--- config.mk ---
export PLATFORM = sky130hd
export DESIGN_NAME = display_scan_driver_flat
export DESIGN_NICKNAME = d
export VERILOG_FILES = /design/src/rtl/display_scan_driver_if.sv /design/src/rtl/display_scan_driver.sv /design/src/flat_wrapper.sv
export SDC_FILE = /design/constraint.sdc
export NUM_CORES = 1
export LEC_CHECK = 0
export BUFFER_PORTS_ARGS = -buffer_cell sky130_fd_sc_hd__buf_4
export CAP_MARGIN = 15
export CORE_AREA = 2 2 59 61
export CTS_BUF_LIST = sky130_fd_sc_hd__clkbuf_4
export CTS_CLUSTER_DIAMETER = 200
export DETAILED_ROUTE_END_ITERATION = 6
export DIE_AREA = 0 0 61 63
export GPL_TIMING_DRIVEN = 0
export PLACE_DENSITY = 0.76
export SYNTH_ARGS = -nofsm -noshare
export SYNTH_HDL_FRONTEND = slang
export SYNTH_SLANG_ARGS = --single-unit
--- constraint.sdc ---
create_clock -name clk -period 5.9 [get_ports clk]
set_clock_uncertainty 0.05 [all_clocks]
set_input_delay 1.18 -clock clk [delete_from_list [all_inputs] [get_ports clk]]
set_output_delay 1.18 -clock clk [all_outputs]
set_load 0.01 [all_outputs]
--- src/rtl/display_scan_driver_if.sv ---
// display_scan_driver_if: bundle between the scan driver, the digit mux and the display pins.
interface display_scan_driver_if #(
   parameter int WIDTH = 4
);
   logic             en;
   logic             lzb_en;
   logic [WIDTH-1:0] digit_in;
   logic [1:0]       sel;
   logic [3:0]       an;
   logic [6:0]       seg;
   logic             frame_tick;
   modport master (input en, lzb_en, digit_in, output sel, an, seg, frame_tick);
   modport slave (output en, lzb_en, digit_in, input sel, an, seg, frame_tick);
endinterface

--- src/rtl/display_scan_driver.sv ---
// display_scan_driver: 4-digit 7-segment scan driver with per-digit blanking dead-time
// and optional leading-zero blanking; scans MSD (sel=3) first.
module display_scan_driver #(
   parameter int WIDTH = 4,
   parameter int DWELL = 1000,
   parameter int BLANK = 16,
   parameter int ACTIVE_LOW_SEG = 1
) (
   input logic clk,
   input logic rst_n,
   display_scan_driver_if.master bus
);
   localparam int CNT_MAX = (DWELL > BLANK) ? DWELL : BLANK;
   localparam int CW = $clog2(CNT_MAX + 1);
   localparam logic [CW-1:0] BLANK_LAST = CW'(BLANK - 1);
   localparam logic [CW-1:0] DWELL_LAST = CW'(DWELL - 1);
   localparam logic [6:0] SEG_OFF = (ACTIVE_LOW_SEG != 0) ? 7'h7F : 7'h00;
   // active-high {g,f,e,d,c,b,a} glyphs for hex 0-F
   localparam logic [6:0] GLYPH [16] = '{
      7'h3F, 7'h06, 7'h5B, 7'h4F, 7'h66, 7'h6D, 7'h7D, 7'h07,
      7'h7F, 7'h6F, 7'h77, 7'h7C, 7'h39, 7'h5E, 7'h79, 7'h71
   };
   typedef enum logic [1:0] {S_IDLE, S_BLANK, S_SHOW} state_t;
   state_t          state_q, state_d;
   logic [CW-1:0]   cnt_q, cnt_d;
   logic [1:0]      sel_q, sel_d;
   logic [3:0]      an_q, an_d;
   logic [6:0]      seg_q, seg_d;
   logic            tick_q, tick_d;
   logic            zr_q, zr_d;
   logic [WIDTH-1:0] digit;
   logic [6:0]      glyph_lvl;
   logic            lead_zero;
   assign digit = bus.digit_in;
   assign glyph_lvl = (ACTIVE_LOW_SEG != 0) ? ~GLYPH[digit[3:0]] : GLYPH[digit[3:0]];
   assign lead_zero = bus.lzb_en && (sel_q != 2'd0) && zr_q && (digit[3:0] == 4'd0);
   assign bus.sel = sel_q;
   assign bus.an = an_q;
   assign bus.seg = seg_q;
   assign bus.frame_tick = tick_q;
   always_ff @(posedge clk or negedge rst_n) begin
      if (!rst_n) begin
         state_q <= S_IDLE;
         cnt_q <= '0;
         sel_q <= 2'd3;
         an_q <= 4'hF;
         seg_q <= SEG_OFF;
         tick_q <= 1'b0;
         zr_q <= 1'b1;
      end else begin
         state_q <= state_d;
         cnt_q <= cnt_d;
         sel_q <= sel_d;
         an_q <= an_d;
         seg_q <= seg_d;
         tick_q <= tick_d;
         zr_q <= zr_d;
      end
   end
   always_comb begin
      state_d = state_q;
      cnt_d = cnt_q;
      sel_d = sel_q;
      an_d = an_q;
      seg_d = seg_q;
      tick_d = 1'b0;
      zr_d = zr_q;
      if (!bus.en) begin
         state_d = S_IDLE;
         cnt_d = '0;
         sel_d = 2'd3;
         an_d = 4'hF;
         seg_d = SEG_OFF;
         zr_d = 1'b1;
      end else begin
         case (state_q)
            S_IDLE: begin
               state_d = S_BLANK;
               cnt_d = '0;
               zr_d = 1'b1;
            end
            S_BLANK: begin
               cnt_d = (cnt_q == BLANK_LAST) ? '0 : cnt_q + 1'b1;
               if (cnt_q == BLANK_LAST) begin
                  state_d = S_SHOW;
                  an_d = ~(4'b0001 << sel_q);
                  seg_d = lead_zero ? SEG_OFF : glyph_lvl;
                  zr_d = lead_zero;
               end
            end
            S_SHOW: begin
               cnt_d = (cnt_q == DWELL_LAST) ? '0 : cnt_q + 1'b1;
               // wrapping back to the MSD re-arms the leading-zero run
               if (cnt_q == DWELL_LAST) begin
                  state_d = S_BLANK;
                  sel_d = sel_q - 2'd1;
                  an_d = 4'hF;
                  tick_d = (sel_q == 2'd0);
                  zr_d = zr_q | (sel_q == 2'd0);
               end
            end
            default: state_d = S_IDLE;
         endcase
      end
   end
endmodule

--- src/flat_wrapper.sv ---
// flat-port wrapper written by rule: the top's interface ports become plain ports
module display_scan_driver_flat 
#(
   parameter int WIDTH = 4,
   parameter int DWELL = 1000,
   parameter int BLANK = 16,
   parameter int ACTIVE_LOW_SEG = 1
)
  (clk, rst_n, bus_en, bus_lzb_en, bus_digit_in, bus_sel, bus_an, bus_seg, bus_frame_tick);
  display_scan_driver_if #(.WIDTH(WIDTH)) bus_i ();
  input logic clk;
  input logic rst_n;
  input wire logic [$bits(bus_i.en)-1:0] bus_en;
  input wire logic [$bits(bus_i.lzb_en)-1:0] bus_lzb_en;
  input wire logic [$bits(bus_i.digit_in)-1:0] bus_digit_in;
  output wire logic [$bits(bus_i.sel)-1:0] bus_sel;
  output wire logic [$bits(bus_i.an)-1:0] bus_an;
  output wire logic [$bits(bus_i.seg)-1:0] bus_seg;
  output wire logic [$bits(bus_i.frame_tick)-1:0] bus_frame_tick;
  assign bus_i.en = bus_en;
  assign bus_i.lzb_en = bus_lzb_en;
  assign bus_i.digit_in = bus_digit_in;
  assign bus_sel = bus_i.sel;
  assign bus_an = bus_i.an;
  assign bus_seg = bus_i.seg;
  assign bus_frame_tick = bus_i.frame_tick;
  display_scan_driver #(.WIDTH(WIDTH), .DWELL(DWELL), .BLANK(BLANK), .ACTIVE_LOW_SEG(ACTIVE_LOW_SEG)) u_core (.clk(clk), .rst_n(rst_n), .bus(bus_i));
endmodule
### After elaboration in Yosys (flattened, before gate mapping)

Memory sizes are Yosys's and may differ from the RTL's.
Index checks and enable logic that the tools add are counted.
Widths: inputs -> output; s select.

* register bits after elaboration: 27
* latch bits: 0
* RAM bits: 0
* bits in read-only memories: 112
* output and inout bits: 14
* memories kept: 1

Memories
* (no name shown): words 16, width 7, rd ports 1, clocked after memory_dff 0, write ports 0, RTL line display_scan_driver.sv:35 `assign glyph_lvl = (ACTIVE_LOW_SEG != 0) ? ~GLYPH[digit[3:0]] : GLYPH[digit[3:0]];`

* add/sub/neg operators: 2
* $mul: 0
* divide/modulo/power cells: 0
* $lt $le $gt $ge: 1
* equality and inequality tests: 12
* shift-type cells: 1
* muxes and demuxes: 28
* bitwise gates (word level): 4
* reductions and logical operators: 12

Operators by type and width (count)
* $mux 7: 6
* $mux 10: 3
* $pmux 10 s3: 1
* $mux 2: 6
* $mux 4: 3
* $add 10x1->10 const B: 1
* $eq 10x10->1 const B: 1
* $eq 10x4->1 const B: 1
* $ne 2x1->1 const B: 4
* $pmux 4 s2: 1
* $not 7->7: 1
* $mux 1: 6
* $ne 3x2->1 const B: 2
* $pmux 2 s3: 1
* $reduce_and 2->1: 3
* $reduce_and 3->1: 2
* $ge 5x5->1 const B: 1
* $not 4->5: 1
* $logic_not 2->1: 2
* $logic_not 4->1: 1
* $ne 4x1->1 const B: 1
* $not 4->4: 1
* $shl 1x2->4 const A: 1
* $logic_and 1x1->1: 3
* other kinds (7): 7

### Depth between registers and ports, before layout

Gate-level depths: netlist (run 1).

* word-level depth: 9
* mapped depth: 8

### Worst setup path after synthesis (run 1)

No wires, ideal clock.

* path kind: input to register
* start: input bus_en
* end: register u_core.cnt_q[4]
* setup time: 0.067 ns
* data arrival time: 2.461 ns
* required time: 5.783 ns
* slack: 3.322 ns
* stages: 6
* path buffers: 2
* path through: buf_2 inv_2 or4_1 clkbuf_1 o2bb2a_1 o221a_1

* cells in the longest elaborated chain, start to end: 1

RTL lines
* start: declaration: RTL line flat_wrapper.sv:13 `input wire logic [$bits(bus_i.en)-1:0] bus_en;`
* $ne 4x1->1 (no line) / $mux 10 (equally long branches)
* end signal: assignment: RTL line display_scan_driver.sv:52 `cnt_q <= cnt_d;`
* end: declaration: RTL line display_scan_driver.sv:25 `logic [CW-1:0] cnt_q, cnt_d;`

Several ways; a longest one is shown, not always the timed one.
A chain may end at the register's enable or synchronous reset.

### Final worst setup path (run 1)

Same ends and word-level chain as after synthesis.

==> metrics.txt, run 1 <==
setup TNS 0 ns; fin. max-slew vios 0; worst r2r path cells 7; CTS tree built; I/O pin cnt 22; largest net degree at the start of global routing 28; synthesized instance count slightly above 200; overflow left after global routing 0; crit path to u_core.cnt_q[4]; Max rail drop VDD 0.1064 mV; Port Buffers 20; FF-to-FF Start u_core.state_q[1]; register area share after synthesis 0.3789; Synth async-reset ratio 1.000; Initial DRC Count between 100 and 150; RSZ-0062 raised after global routing false; Post-synth top cells nor2_1 (18), inv_1 (15), dfstp_2 (14), ha_1 (14), nand2_1 (14); clk sinks 27; clock latency on the worst-skew pair approximately 0.33 ns; CP arrival between 2 and 3 ns; post-route ant nets 0; Clock Pin Slew Worst Setup and Hold Paths around 0.15 ns; EDFF count, synth 0; Placeable Area between 0.003 and 0.004 mm²; GRT Total Usage 0.2341; most frequent cell after synthesis nor2_1; hold-fix buffers at CTS 0; die width slightly above 60 µm; top_reg_cell synth dfstp_2; HP Start u_core.bus.seg[1]; yosys warns 0; H-tree levels 1; worst reg-to-reg setup slack 3.55 ns; root buffer cell clkbuf_4; cell area after synthesis between 0.0015 and 0.002 mm²; initial antenna violation count 0; mean area per synthesized cell roughly 8.9 µm²; Synth Register Bits 27; minimum clock period 2.419 ns; Longest Clk Path Bufs 2; diode count 0; Final Hold Fails 0; vias 1663; CP Max Fanout 10; Mapped Nets 228; pwr dens around 240 mW/mm²; CP Capture Type register; main area contributors after synthesis dfstp_2 (20%), dfrtp_1 (18%), ha_1 (9.6%); Avg Vias per Cell 6.004; Tightest Pin Transition roughly 0.8 ns; Max-cap violations 0; # setup viols final 0; Worst Setup SP bus_en; DRC violations left 0; DIE AREA around 0.0038 mm²; post-synth top area cell dfstp_2; layout cells sized above 1 0.1991; Yosys top cell area share 0.2011; drt pass-1 iters 4; Layout Nets between 200 and 300; number of buffers created by CTS 3; vias in the first global route around 1.6k; maximum clock frequency ~410 MHz; Initial Utilization 0.5660; first-pass GRT wire length 7065 µm; crit path kind in2reg; Critical Path RT 6.13 ns; FF-to-FF End u_core.cnt_q[3]; worst hold slack approximately 0.47 ns; number of gates resized after cts 0; wirelength, routed 3993 µm; Rel. slew slack 0.4721; LEAKAGE slightly above 0.9 nW; Unique masters post-synth 48; Die Span Y ~63 µm; Tot Pwr around 500 µW; wire per inst roughly 14 µm; final RePlAce weighted congestion between 0.8 and 0.9; Final period util 0.4099; hpwl dp around 3000 µm; critical path startpoint category input pin; synthesis-to-finish area growth 13.27%; setup repair bufs after CTS 0; Hold Path Class reg2reg; status completed; Rows 21
## cells by family (layout without fill, tap and decap cells)
family	count (synthesis)	count (layout)	share of synthesized area
multiplexers	1	1	0.005472
buffers and inverters	28	53	0.06292
adder cells (fa/ha/maj)	14	14	0.09576
flip-flops	27	27	0.3789
AND/OR/NAND/NOR	70	70	0.1984
AO/OA/AOI/OAI	62	62	0.2394
XOR/XNOR	4	4	0.01916
## how the worst min path moves through the flow
stage | endpoint | cells past startpoint
floorplan | u_core.cnt_q[1] | 2
global placement | u_core.bus.seg[1] | 2
detailed placement | u_core.bus.seg[1] | 2
CTS | u_core.bus.seg[1] | 2
global route | u_core.bus.seg[5] | 2
finish | u_core.bus.seg[1] | 2
## where the power goes
group          internal (mW)  switching (mW)  total [mW]
Sequential             0.208          0.0180       0.226
Combinational         0.0703           0.119       0.190
Clock                 0.0312          0.0564      0.0876
Total                  0.310           0.194       0.504
## per-stage QoR
stage / instances / util / cell area [µm²] / setup WS [ns]
2_1_floorplan: 206 / - / 1829 / 3.322
3_3_place_gp: 272 / 0.6303 / 2037 / 3.002
3_5_place_dp: 272 / 0.6303 / 2037 / 2.924
4_1_cts: 276 / 0.6396 / 2067 / 3.277
5_1_grt: 277 / 0.6411 / 2072 / 3.352
6_report: 277 / 0.6411 / 2072 / 3.481
## critical path: stages
cell and delay, ns:
buf_2 0.21, inv_2 0.13, or4_1 0.51, clkbuf_1 0.19
o2bb2a_1 0.26, o221a_1 0.17
## area by class of cell
type | instances | area (µm²)
Multi-Input combinational cell | 151 | 1021
Clock buffer | 4 | 30.03
Tap cell | 46 | 57.56
Sequential cell | 27 | 693.2
Fill cell | 264 | 1160
Timing Repair Buffer | 21 | 155.1
Buffer | 12 | 55.05
Inverter | 16 | 60.06
## sequential cells by signal, summed over array words and instances (netlist names)
signal / cells
u_core.bus.an: 4
u_core.bus.frame_tick: 1
u_core.bus.sel: 2
u_core.bus.seg: 7
u_core.cnt_q: 10
u_core.zr_q: 1
u_core.state_q: 2
## metal layers
layer  vias to the layer above  track usage  share of wire
met1                       789       0.3066           0.42
li1                        805            -              -
met4                         0      0.07609          0.014
met2                        62       0.3871           0.51
met3                         7      0.03520          0.048
met5                         -            0              0
## cells in the final DEF, fill, tap and decap left out, types with 2 or more instances in the layout
cell type | netlist | layout
o21ai_0 | 11 | 11
nor2_1 | 18 | 18
and3_1 | 2 | 2
nand2b_1 | 2 | 2
nor4bb_1 | 2 | 2
clkbuf_4 | 0 | 4
o211a_1 | 2 | 2
dfstp_2 | 14 | 14
a22oi_1 | 6 | 6
buf_4 | 0 | 20
xnor2_1 | 2 | 2
a41oi_1 | 2 | 2
and4_1 | 2 | 2
nor4_1 | 3 | 3
a31oi_1 | 9 | 9
dfrtp_1 | 13 | 13
nor3_1 | 3 | 3
ha_1 | 14 | 14
o22ai_1 | 2 | 2
clkbuf_1 | 9 | 9
nand2_1 | 14 | 14
inv_1 | 15 | 15
nand3_1 | 10 | 10
o21bai_1 | 3 | 3
a21oi_1 | 12 | 12
nand4_1 | 4 | 4
nor2b_1 | 4 | 4
o211ai_1 | 2 | 2
or4_1 | 3 | 3
buf_2 | 2 | 2
xor2_1 | 2 | 2
No activity file was read; power rests on OpenSTA's default activity.
==> inputs of run 2 (changes only) <==
CORE_AREA = 2 2 62 64   (was 2 2 59 61)
DIE_AREA = 0 0 64 66   (was 0 0 61 63)
PLACE_DENSITY = 0.72   (was 0.76)
clock period = 2.19 ns   (was 5.9 ns; I/O delays follow)
==> run 2 against run 1 <==
  * Hold slack got worse by 0.13 ns
  * Count of clock-buffer cells in the layout unchanged
  * Critical path depth is the same
  * First-iteration DRC count fell by 46%
  * Non-clock buffer count unchanged
  * Largest power group unchanged
  * Design area increased by 1.9%
  * Global-route usage down 3.3 points
  * Wire length fell by 5.1%
==> metrics.txt, run 2 (synthesis gave the netlist of run 1 again) <==
# fillers 336 (was 264); FF-to-FF Start u_core.state_q[1] (unchanged); root buffer cell clkbuf_4 (unchanged); crit-path cells inv_1, ha_1, or4_1, clkbuf_1, o2bb2a_1, o221a_1 (was buf_2, inv_2, or4_1, clkbuf_1, o2bb2a_1, o221a_1); clock power share 0.172 (was 0.174); Clock Pin Slew Worst Setup and Hold Paths 0.14 ns (was 0.15 ns); vias in the first global route 1423 (was 1609); Finished Layout Cells 279 (was 277); number of buffers created by CTS 3 (unchanged); Initial Utilization 0.5152 (was 0.5660); critical path startpoint category register (was input pin); Top Metal Used met4 (unchanged); setup ws final 0.09194 ns (was 3.481 ns); commonest non-fill, non-tap cell in the layout buf_4 (unchanged); Die Span Y 66 µm (was 63 µm); worst reg-to-reg setup slack 0.09 ns (was 3.55 ns); Max-cap violations 0 (unchanged); area of the multi-input gates 0.001046 mm² (was 0.001021 mm²); pwr dens 644.0 mW/mm² (was 243.2 mW/mm²); final RePlAce weighted congestion 0.7913 (was 0.8285); Final period util 0.9580; Most flops, register u_core.cnt_q (unchanged); Reg power frac 0.447 (was 0.449); overflow left after global routing 0 (unchanged); Max rail drop VDD 0.2878 mV (was 0.1064 mV); Sw Share 0.3778 (was 0.3849); I/O pin cnt 22 (unchanged); post-route ant nets 0 (unchanged); crit path to u_core.cnt_q[4] (unchanged); setup TNS 0 ns (unchanged); die width 64 µm (was 61 µm); DP Area 0.002044 mm² (was 0.002037 mm²); register area 693.2 µm² (unchanged); Rel. slew slack 0.6287 (was 0.4721); Hold Path Class in2reg (was reg2reg); Sw Pwr 513.6 µW (was 193.9 µW); Tightest Pin Transition 0.5519 ns (was 0.7816 ns); GRT Total Usage 0.2015 (was 0.2341); combinational share of power 0.381 (was 0.377); Layout Nets 254 (unchanged); largest net degree at the start of global routing 28 (unchanged); Rows 22 (was 21); Met2 Wirelength 1780 µm (was 2051 µm); Avg Vias per Cell 5.670 (was 6.004); Longest Clk Path Bufs 2 (unchanged); fin. max-slew vios 0 (unchanged); CP Max Fanout 8 (was 10); Placed Cells 275 (was 272); Initial DRC Count 63 (was 116); hpwl dp 2847 µm (was 2963 µm); clock latency on the worst-skew pair 0.33 ns (about the same); DRC violations left 0 (unchanged); crit path kind reg2reg (was in2reg); DIE AREA 0.004224 mm² (was 0.003843 mm²); WL met3 90 µm (was 191 µm); initial antenna violation count 0 (unchanged); # setup viols final 0 (unchanged); status completed (unchanged); Critical-path top delay cell or4_1 (unchanged); maximum clock frequency 476.6 MHz; worst r2r path cells 6 (was 7); RSZ-0062 raised after global routing false (unchanged); layout cells sized above 1 0.2208 (was 0.1991); Critical Path Max Stage Delay 0.55 ns (was 0.51 ns); H-tree levels 1 (unchanged); vias 1582 (was 1663); cell area after layout 0.002111 mm² (was 0.002072 mm²); worst hold slack 0.3361 ns (was 0.4670 ns); wl on met1 1853 µm (was 1696 µm); wire per inst 13.58 µm (was 14.42 µm); Placeable Area 0.003551 mm² (was 0.003232 mm²); Int Power 845.7 µW (was 309.9 µW); max reg flops 10 (unchanged); CP arrival 2.33 ns (was 2.65 ns); commonest non-fill, non-tap cells in the layout buf_4 (21), nor2_1 (18), inv_1 (15) (was buf_4 (20), nor2_1 (18), inv_1 (15)); LEAKAGE 0.9409 nW (was 0.9299 nW); clk sinks 27 (unchanged); diode count 0 (unchanged); minimum clock period about 2.1 ns; Port Buffers 20 (unchanged); CP Capture Type register (unchanged); Critical Path RT 2.42 ns (was 6.13 ns); Worst Setup SP u_core.state_q[1] (was bus_en); FF-to-FF End u_core.cnt_q[4] (was u_core.cnt_q[3]); wirelength, routed 3789 µm (was 3993 µm); Final Hold Fails 0 (unchanged); drt pass-1 iters 4 (unchanged); pre-CTS setup slack -0.02617 ns (was 2.924 ns); CTS tree built (unchanged); first-pass GRT wire length 6679 µm (was 7065 µm); synthesis-to-finish area growth 15.39% (was 13.27%)
run 2: layout make-up:
type                    instances  share of cell area
multi-input cells             151              0.4956
clock buffers                   4             0.01423
inverters                      16             0.02845
plain buffers                  10             0.02312
flip-flops and latches         27              0.3284
repair buffers                 23             0.08180
well taps                      48             0.02845
run 2: through the flow:
step           power [mW]    util
3_3_place_gp        1.100  0.5743
6_report            1.359  0.5944
4_1_cts             1.353  0.5891
2_1_floorplan      0.9672       -
5_1_grt             1.465  0.5944
3_5_place_dp        1.114  0.5758
run 2: how the worst min path moves through the flow:
stage,start,endpoint,cells past startpoint
2_1_floorplan,rst_n,u_core.bus.frame_tick,0
3_3_place_gp,rst_n,u_core.cnt_q[7],1
3_5_place_dp,rst_n,u_core.cnt_q[7],1
4_1_cts,bus_en,u_core.bus.sel[0],2
5_1_grt,bus_en,u_core.bus.sel[0],2
6_report,bus_en,u_core.bus.sel[0],2
run 2: power by group through the flow:
stage / Combinational (mW) / Sequential (mW) / Clock [mW]
after global routing: 0.583 / 0.618 / 0.264
final: 0.518 / 0.608 / 0.233
after CTS: 0.503 / 0.607 / 0.243
after global placement: 0.485 / 0.615 / 0
after floorplan: 0.354 / 0.614 / 0
after detailed placement: 0.497 / 0.616 / 0
run 2: worst max-delay path: cells and delay by family, from the launching register on:
| kind | cells | cell delay, ns |
|---|---|---|
| DFF | 1 | 0.39 |
| buffers and inverters | 2 | 0.29 |
| adders and majority gates | 1 | 0.30 |
| AOI/OAI and AO/OA | 2 | 0.47 |
| and+or+nand+nor | 1 | 0.55 |
run 2: layer usage:
layer / GRT usage / vias to the layer above
met5: 0 / -
met2: 0.3151 / 25
met4: 0.08152 / 0
met3: 0.01533 / 5
met1: 0.2891 / 750
li1: - / 802
run 2: what timing repair did:
action | 4_1_cts | 5_1_grt
resized for setup | 1 | 5
hold buffers | 1 | 0
pin swaps | 0 | 1
setup endpoints to repair | 3 | 22
buffers inserted | 0 | 1
hold endpoints to repair | 13 | 0
==> inputs of run 3 (changes only) <==
ABC_AREA = 1   (was not set)
PLACE_DENSITY = 0.73   (was 0.72)
==> run 3 against run 2 <==
  * Final cell count rose by 11%
  * Count of clock-buffer cells in the layout did not move
  * Sequential cell count did not move
  * Design area decreased by 0.41%
  * Utilization fell by 0.25 points
  * Die area is the same
  * Combinational power up 30%
  * Register-to-register slack improved by 0.32 ns
  * Hold slack got worse by 0.028 ns
  * Total power increased by 16%
  * Wire length down 6.2%
  * Critical path type unchanged
  * Highest routed layer unchanged
==> metrics.txt, run 3 <==
status completed (unchanged); Final Hold Fails 0 (unchanged); pwr dens 750.0 mW/mm² (was 644.0 mW/mm²); number of buffers created by CTS 3 (unchanged); yosys warns 0 (unchanged); Tightest Pin Transition 0.3374 ns (was 0.5519 ns); Die Span Y 66 µm (unchanged); I/O pin cnt 22 (unchanged); GRT Total Usage 0.1894 (was 0.2015); setup TNS 0 ns (unchanged); hold-fix buffers at CTS 1 (unchanged); synthesis-to-finish area growth 13.51% (was 15.39%); Tot Pwr 1.576 mW (was 1.359 mW); Synth Register Bits 27 (unchanged); Layout Nets 284 (was 254); worst reg-to-reg setup slack 0.41 ns (was 0.09 ns); fin. max-slew vios 0 (unchanged); maximum clock frequency 561.8 MHz (was 476.6 MHz); synthesized instance count 236 (was 206); vias 1547 (was 1582); main area contributors after synthesis dfstp_2 (20%), dfrtp_1 (18%), nand2_1 (11%) (was dfstp_2 (20%), dfrtp_1 (18%), ha_1 (9.6%)); Final period util 0.8127 (was 0.9580); RSZ-0062 raised after global routing false (unchanged); die width 64 µm (unchanged); wire per inst 11.50 µm (was 13.58 µm); DIE AREA 0.004224 mm² (unchanged); Yosys top cell area share 0.1986 (was 0.2011); Max-cap violations 0 (unchanged); top_reg_cell synth dfstp_2 (unchanged); Hold Path Class in2reg (unchanged); minimum clock period 1.780 ns (was 2.098 ns); most frequent cell after synthesis nand2_1 (was nor2_1); clk sinks 27 (unchanged); crit path kind reg2reg (unchanged); post-synth top area cell dfstp_2 (unchanged); Initial Utilization 0.5215 (was 0.5152); DRC violations left 0 (unchanged); commonest non-fill, non-tap cells in the layout nand2_1 (56), nand3_1 (28), inv_1 (25) (was buf_4 (21), nor2_1 (18), inv_1 (15)); CTS tree built (unchanged); overflow left after global routing 0 (unchanged); register area share after synthesis 0.3743 (was 0.3789); Unique masters post-synth 30 (was 48); CP arrival 1.95 ns (was 2.33 ns); first-pass GRT wire length 6403 µm (was 6679 µm); Post-synth top cells nand2_1 (56), nand3_1 (28), inv_1 (25) (was nor2_1 (18), inv_1 (15), dfstp_2 (14), ha_1 (14), nand2_1 (14)); largest net degree at the start of global routing 28 (unchanged); Worst Setup SP u_core.state_q[0] (was u_core.state_q[1]); Clock Pin Slew Worst Setup and Hold Paths 0.14 ns (about the same); Synth async-reset ratio 1.000 (unchanged); hpwl dp 2748 µm (was 2847 µm); crit path to u_core.cnt_q[2] (was u_core.cnt_q[4]); Port Buffers 20 (unchanged); layout cells sized above 1 0.2644 (was 0.2208); CP Capture Type register (unchanged); setup repair bufs after CTS 0 (unchanged); Longest Clk Path Bufs 2 (unchanged); H-tree levels 1 (unchanged); Avg Vias per Cell 5.006 (was 5.670); Critical Path RT 2.36 ns (was 2.42 ns); critical path startpoint category register (unchanged); # setup viols final 0 (unchanged); Max rail drop VDD 0.4168 mV (was 0.2878 mV); EDFF count, synth 0 (unchanged); initial antenna violation count 0 (unchanged); post-route ant nets 0 (unchanged); CP Max Fanout 10 (was 8); drt pass-1 iters 4 (unchanged); FF-to-FF Start u_core.state_q[0] (was u_core.state_q[1]); wirelength, routed 3555 µm (was 3789 µm); final core occ 0.5920 (was 0.5944); diode count 0 (unchanged); worst r2r path cells 8 (was 6); FF-to-FF End u_core.cnt_q[2] (was u_core.cnt_q[4]); Mapped Nets 258 (was 228); cell area after synthesis 0.001852 mm² (was 0.001829 mm²); vias in the first global route 1450 (was 1423); final RePlAce weighted congestion 0.9396 (was 0.7913); number of gates resized after cts 0 (was 1); LEAKAGE 0.9994 nW (was 0.9409 nW); Most flops, register u_core.cnt_q (unchanged); Rows 22 (unchanged); setup ws final 0.4101 ns (was 0.09194 ns); Rel. slew slack 0.7751 (was 0.6287); Placeable Area 0.003551 mm² (unchanged); pre-CTS setup slack 0.4137 ns (was -0.02617 ns); clock latency on the worst-skew pair 0.32 ns (was 0.33 ns); mean area per synthesized cell 7.847 µm² (was 8.880 µm²); root buffer cell clkbuf_4 (unchanged); max reg flops 10 (unchanged); Initial DRC Count 73 (was 63); commonest non-fill, non-tap cell in the layout nand2_1 (was buf_4)
## run 3: worst max-delay path, stage by stage, from the launching register on
cell and delay, ns:
dfrtp_1 0.40, inv_1 0.10, ha_1 0.31, nor2_4 0.21
nand2_4 0.11, nor2_8 0.17, inv_2 0.14, a21oi_1 0.15
a21oi_1 0.05
## run 3: area by class of cell
cell class                 count  area, µm²
fill                         325       1449
buffer                         3      33.78
inverter                      29      111.4
sequential                    27      693.2
timing repair buffer          21      160.2
tap                           48      60.06
clock buffer                   4      30.03
multi-input combinational    177       1013
## run 3: how the worst min path moves through the flow
stage                     startpoint                     to  slack, ns  cells past startpoint
after floorplan                rst_n  u_core.bus.frame_tick       0.09                      0
after global placement         rst_n  u_core.bus.frame_tick       0.32                      1
after detailed placement       rst_n      u_core.state_q[0]       0.32                      1
after CTS                     bus_en  u_core.bus.frame_tick       0.30                      3
after global routing          bus_en  u_core.bus.frame_tick       0.30                      3
final                         bus_en  u_core.bus.frame_tick       0.31                      3
## run 3: metal layers
layer | part of all wire | GRT usage | up-vias
li1 | - | - | 813
met3 | 0.028 | 0.02044 | 6
met5 | 0 | 0 | -
met2 | 0.47 | 0.3281 | 26
met4 | 0.014 | 0.06250 | 0
met1 | 0.49 | 0.2468 | 702
## run 3: power by group
| group | switching (mW) | internal [mW] |
|---|---|---|
| registers | 0.0537 | 0.619 |
| logic | 0.423 | 0.252 |
| clock network | 0.145 | 0.0836 |
| total | 0.622 | 0.955 |
## run 3: kinds of logic after synthesis
logic type | after synthesis | share of synthesized area
xor+xnor | 2 | 0.009461
flops | 27 | 0.3743
fa+ha+maj | 14 | 0.09460
buf+inv | 32 | 0.07838
simple gates | 131 | 0.3432
compound gates | 30 | 0.1000
## run 3: stage by stage
stage	instances	cell area (µm²)	hold slack, ns
6_report	309	2102	0.3079
5_1_grt	309	2102	0.3007
4_1_cts	309	2102	0.3038
3_5_place_dp	304	2062	0.3209
3_3_place_gp	304	2062	0.3182
2_1_floorplan	236	1852	0.09241
